$ cat config.mk
export PLATFORM = sky130hd
export DESIGN_NAME = ex2_stim_seq
export DESIGN_NICKNAME = d
export VERILOG_FILES = /design/src/rtl/ex2_stim_seq_pkg.sv /design/src/rtl/ex2_hold_timer.sv /design/src/rtl/ex2_stim_seq.sv
export SDC_FILE = /design/constraint.sdc
export NUM_CORES = 1
export LEC_CHECK = 0
export ABC_AREA = 1
export ABC_CLOCK_PERIOD_IN_PS = 4200
export CAP_MARGIN = 10
export CORE_UTILIZATION = 29
export DETAILED_ROUTE_END_ITERATION = 7
export DONT_BUFFER_PORTS = 1
export PLACE_DENSITY = 0.54
export REMOVE_ABC_BUFFERS = 1
export SLEW_MARGIN = 25
export SYNTH_ARGS = -nofsm -noshare
export SYNTH_HDL_FRONTEND = slang
export SYNTH_HIERARCHICAL = 1
export SYNTH_SLANG_ARGS = --single-unit
$ cat constraint.sdc
create_clock -name clk -period 4.2 [get_ports clk]
set_clock_uncertainty 0.2 [all_clocks]
set_input_delay 0.84 -clock clk [delete_from_list [all_inputs] [get_ports clk]]
set_output_delay 0.84 -clock clk [all_outputs]
set_load 0.01 [all_outputs]
$ cat src/rtl/ex2_stim_seq_pkg.sv
// ex2_stim_seq_pkg: shared state encoding, default hold length and resp slot indexing
package ex2_stim_seq_pkg;
  typedef enum logic [1:0] {
    ST_IDLE = 2'd0,
    ST_RUN  = 2'd1,
    ST_DONE = 2'd2
  } state_t;
  localparam int HOLD_CYCLES_DEF = 20;
  function automatic int slot_lsb(input int v, input int n_out);
    return v * n_out;
  endfunction
endpackage

$ cat src/rtl/ex2_hold_timer.sv
// ex2_hold_timer: 8-bit hold counter whose terminal count is the sample strobe
module ex2_hold_timer
  import ex2_stim_seq_pkg::*;
#(
  parameter int HOLD_CYCLES = HOLD_CYCLES_DEF
) (
  input  logic clk,
  input  logic rst_n,
  input  logic clr,
  input  logic en,
  output logic tc
);
  logic [7:0] cnt;
  assign tc = en && cnt == 8'(HOLD_CYCLES - 1);
  // count while enabled, restart on clear or at the end of each hold window
  always_ff @(posedge clk or negedge rst_n) begin
    if (!rst_n) cnt <= '0;
    else if (clr || tc) cnt <= '0;
    else if (en) cnt <= cnt + 8'd1;
  end
endmodule

$ cat src/rtl/ex2_stim_seq.sv
// ex2_stim_seq: sweeps x through all vectors and captures {f,g,h} into a truth table
module ex2_stim_seq
  import ex2_stim_seq_pkg::*;
#(
  parameter int N_IN        = 4,
  parameter int HOLD_CYCLES = HOLD_CYCLES_DEF,
  parameter int N_OUT       = 3
) (
  input  logic                          clk,
  input  logic                          rst_n,
  input  logic                          start,
  input  logic                          loop_en,
  output logic [N_IN-1:0]               x,
  input  logic                          f_in,
  input  logic                          g_in,
  input  logic                          h_in,
  output logic                          sample,
  output logic                          busy,
  output logic                          done,
  output logic [N_OUT*(2**N_IN)-1:0]    resp
);
  localparam logic [N_IN-1:0] LAST = '1;
  state_t state, state_nxt;
  logic [N_IN-1:0] vec_cnt;
  logic tc, go, last_stop;
  assign go = start && state != ST_RUN;
  assign last_stop = sample && vec_cnt == LAST && !loop_en;
  assign x = vec_cnt;
  ex2_hold_timer #(.HOLD_CYCLES(HOLD_CYCLES)) u_timer (
    .clk   (clk),
    .rst_n (rst_n),
    .clr   (go),
    .en    (busy),
    .tc    (tc)
  );
  // state register
  always_ff @(posedge clk or negedge rst_n) begin
    if (!rst_n) state <= ST_IDLE;
    else state <= state_nxt;
  end
  // next state and status outputs; start is only honoured outside RUN
  always_comb begin
    state_nxt = state;
    busy = state == ST_RUN;
    done = state == ST_DONE;
    sample = busy && tc;
    state_nxt = go ? ST_RUN : last_stop ? ST_DONE : state;
  end
  // vector counter and response capture; the last vector holds unless looping
  always_ff @(posedge clk or negedge rst_n) begin
    if (!rst_n) begin
      vec_cnt <= '0;
      resp <= '0;
    end else if (go) begin
      vec_cnt <= '0;
      resp <= '0;
    end else if (sample) begin
      resp[slot_lsb(int'(vec_cnt), N_OUT) +: N_OUT] <= {f_in, g_in, h_in};
      if (vec_cnt != LAST || loop_en) vec_cnt <= vec_cnt + 1'b1;
    end
  end
endmodule

==> run_summary.xml <==
<?xml version="1.0" encoding="UTF-8"?>
<metrics>
  <group name="sta">
    <metric name="post-route-period-util" unit="">0.691</metric>
    <metric name="maximum_frequency_from_static_timing_analysis" unit="MHz">345</metric>
    <metric name="worst_pin_slew" unit="ns">0.537</metric>
    <metric name="hold_violations" unit="">0</metric>
    <metric name="setup-violations-final" unit="">0</metric>
    <metric name="post-route-min-period" unit="ns">2.90</metric>
    <metric name="setup_repair_after_global_routing_missed_its_margin" unit="">false</metric>
    <metric name="final-max-slew-violation-count" unit="">0</metric>
    <metric name="max_slew_margin_vs_limit" unit="">0.640</metric>
    <metric name="setup_total_negative_slack" unit="ns">0</metric>
  </group>
  <group name="critical_path">
    <metric name="largest_stage_delay_on_the_critical_path" unit="ns">0.46</metric>
    <metric name="startpoint" unit="">state[1]</metric>
    <metric name="critical-path-slowest-cell" unit="">dfrtp_1</metric>
    <metric name="cp_dominant_cell_by_count" unit="">nand2_1</metric>
    <metric name="cp_data_required_time" unit="ns">3.16</metric>
    <metric name="rr_startpoint" unit="">x[0]</metric>
    <metric name="critPathMaxFanout" unit="">14</metric>
    <metric name="setup.worst_path.end_class" unit="">output port</metric>
    <metric name="worst-setup-path-type" unit="">flop to output port</metric>
    <metric name="worst_path_dominant_cell_family" unit="">simple AND/OR/NAND/NOR gates</metric>
    <metric name="arrival_time_at_the_worst_endpoint" unit="ns">1.86</metric>
    <metric name="cp_cell_sequence" unit="">nor2_4 -&gt; nand2_1 -&gt; nor2_1 -&gt; nand2_1 -&gt; inv_1 -&gt; nand2_2 -&gt; inv_2</metric>
    <metric name="worstSetupStartpointType" unit="">flop</metric>
    <metric name="critical_path.n_buffers_inverters" unit="">2</metric>
  </group>
  <group name="floorplan">
    <metric name="core-area" unit="sq mm">0.0105</metric>
    <metric name="ioPinCount" unit="">62</metric>
    <metric name="initial_cell_density_of_the_core" unit="">0.302</metric>
    <metric name="fp.dieH" unit="microns">106</metric>
    <metric name="floorplan.rows" unit="">37</metric>
    <metric name="fp.dieArea" unit="sq mm">0.0113</metric>
    <metric name="floorplan.die.width" unit="microns">106</metric>
  </group>
  <group name="routing">
    <metric name="viasPerCell" unit="">4.74</metric>
    <metric name="detail_route.wl_per_cell" unit="microns">14.4</metric>
    <metric name="number_of_search_and_repair_iterations_in_the_first_detailed_routing_pass" unit="">7</metric>
    <metric name="drtAntennaViolNets" unit="">0</metric>
    <metric name="drtIter0Drc" unit="">107</metric>
    <metric name="vias" unit="">2609</metric>
    <metric name="route.final.wire_length" unit="microns">7900</metric>
    <metric name="drcViolationCount" unit="">0</metric>
  </group>
  <group name="logic_synthesis">
    <metric name="ys_ff_latch" unit="">62</metric>
    <metric name="netlist_area" unit="sq mm">0.00316</metric>
    <metric name="sequential_share_of_the_synthesized_area" unit="">0.491</metric>
    <metric name="syn-mean-instance-area" unit="sq um">7.81</metric>
    <metric name="synthDistinctLibCells" unit="">27</metric>
    <metric name="synthCells" unit="">405</metric>
    <metric name="synth.yosys.warnings" unit="">6</metric>
  </group>
  <group name="cells_and_area">
    <metric name="layout.core_utilization" unit="">0.336</metric>
    <metric name="final_cell_mix" unit="">nand2_1, nand3_1, dfrtp_1, nor2_1, inv_1</metric>
    <metric name="layout-drive-gt1-share" unit="">0.0990</metric>
    <metric name="finish.net_count" unit="">421</metric>
    <metric name="final_common_cell" unit="">nand2_1</metric>
    <metric name="final-instance-count-excl-fill" unit="">550</metric>
    <metric name="ant_cells" unit="">0</metric>
    <metric name="area.growth.synth_to_final" unit="%">11.3</metric>
  </group>
  <group name="run">
    <metric name="maxCapViolCount" unit="">0</metric>
  </group>
  <group name="global_route">
    <metric name="globalRouteTotalUtil" unit="">0.147</metric>
    <metric name="global_route_met2_utilization" unit="">0.227</metric>
    <metric name="grt.busiest_layer" unit="">met2</metric>
    <metric name="use_met3" unit="">0.0674</metric>
    <metric name="grt_start_max_net_pins" unit="">63</metric>
    <metric name="use_met1" unit="">0.182</metric>
    <metric name="antenna_found_initial" unit="">0</metric>
    <metric name="grt_remaining_overflow" unit="">0</metric>
    <metric name="grt_pass1_wl" unit="microns">12800</metric>
    <metric name="first_global_vias" unit="">2517</metric>
  </group>
  <group name="placed_design">
    <metric name="port_buffers" unit="">0</metric>
    <metric name="dp.cells" unit="">533</metric>
    <metric name="routabilityCongestion" unit="">0.808</metric>
    <metric name="post-dp-hpwl" unit="microns">5630</metric>
  </group>
  <group name="power_and_ir_drop">
    <metric name="power_density" unit="mW/mm^2">512</metric>
    <metric name="cellLeakagePower" unit="nW">1.88</metric>
    <metric name="vdd.ir_drop.worst" unit="mV">0.133</metric>
  </group>
  <group name="clocking">
    <metric name="clk_lat_worst_skew" unit="ns">0.34</metric>
    <metric name="cts.clk_slew.worst_paths" unit="ns">0.07</metric>
    <metric name="number_of_buffers_between_clock_root_and_the_deepest_sink" unit="">2</metric>
    <metric name="numClockSinks" unit="">62</metric>
    <metric name="cts.htree.levels" unit="">3</metric>
    <metric name="cts_tree" unit="">yes</metric>
    <metric name="quantity_of_gates_resized_following_cts" unit="">0</metric>
    <metric name="cts_root_buffer" unit="">clkbuf_8</metric>
    <metric name="cts-buffers-inserted" unit="">9</metric>
  </group>
  <group name="status">
    <metric name="outcome" unit="">complete, no violations</metric>
  </group>
  <group name="hold_path">
    <metric name="hold_class" unit="">input pin to asynchronous set/reset pin</metric>
  </group>
</metrics>
## metal layers
metal,up-vias,share of wire
met5,-,0
met4,0,0.012
met3,6,0.090
met2,73,0.45
met1,1225,0.45
li1,1305,-
## metrics by stage
stage / cell area, sq um / setup slack, ns / power (mW) / hold slack (ns)
global route: 3520 / 1.11 / 1.93 / 0.172
detailed placement: 3290 / 1.65 / 1.26 / 0.304
floorplan: 3110 / 1.87 / 1.12 / 0.275
global placement: 3290 / 1.67 / 1.25 / 0.300
CTS: 3520 / 1.27 / 1.82 / 0.168
finish: 3520 / 1.30 / 1.80 / 0.164
## timing repair
| action | 4_1_cts | 5_1_grt |
|---|---|---|
| hold buffers | 1 | 0 |
| endpoints found under the hold margin | 62 | 0 |
| buffers inserted | 0 | 0 |
## report_power, final
group	internal, mW	switching, mW
sequential	0.648	0.0907
combinational	0.138	0.392
clock	0.306	0.228
total	1.09	0.710
## worst paths after layout
check                                      end  slack, ns  cells after the start
worst max-delay path                    sample       1.30                      7
max in group asynchronous             state[0]       3.37                      1
worst min-delay path                  resp[28]       0.16                      1
min in group clk                u_timer/cnt[1]       0.31                      2
worst min register to register  u_timer/cnt[1]       0.31                      2
worst max register to register        resp[40]       1.71                      9
## state kept, by name (all words and copies together), names as in the netlist
signal and flops:
u_timer/cnt 8, x 4, resp 48, state 2
## area by class of cell
type | instances | area (sq um)
Fill cell | 1109 | 6940
Inverter | 44 | 165
Tap cell | 136 | 170
Clock inverter | 3 | 42.5
Clock buffer | 13 | 159
Sequential cell | 62 | 1550
Multi-Input combinational cell | 290 | 1400
Timing Repair Buffer | 2 | 35.0
## cell families after synthesis
family,Yosys count,share of synthesized area
buf+inv,53,0.0680
flops,62,0.491
compound gates,16,0.0301
fa+ha+maj,5,0.0198
xor+xnor,3,0.00831
simple gates,266,0.383
## cells in the mapped netlist
| cell | instances | area, sq um |
|---|---|---|
| a21oi_1 | 1 | 5.00 |
| a22oi_1 | 1 | 7.51 |
| buf_1 | 2 | 7.51 |
| buf_2 | 1 | 5.00 |
| buf_4 | 2 | 15.0 |
| buf_6 | 1 | 11.3 |
| clkbuf_1 | 3 | 11.3 |
| dfrtp_1 | 62 | 1550 |
| ha_1 | 5 | 62.6 |
| inv_1 | 41 | 154 |
| inv_2 | 3 | 11.3 |
| nand2_1 | 117 | 439 |
| nand2_2 | 8 | 50.1 |
| nand3_1 | 77 | 385 |
| nand3_2 | 3 | 30.0 |
| nand4_1 | 7 | 43.8 |
| nor2_1 | 42 | 158 |
| nor2_2 | 4 | 25.0 |
| nor2_4 | 5 | 56.3 |
| nor3_1 | 1 | 5.00 |
| nor3b_1 | 1 | 7.51 |
| nor3b_2 | 1 | 12.5 |
| o21ai_0 | 9 | 45.0 |
| o21ai_1 | 3 | 15.0 |
| o21ai_4 | 1 | 16.3 |
| o22ai_1 | 1 | 6.26 |
| xor2_1 | 3 | 26.3 |
No activity file was read; power rests on OpenSTA's default activity.
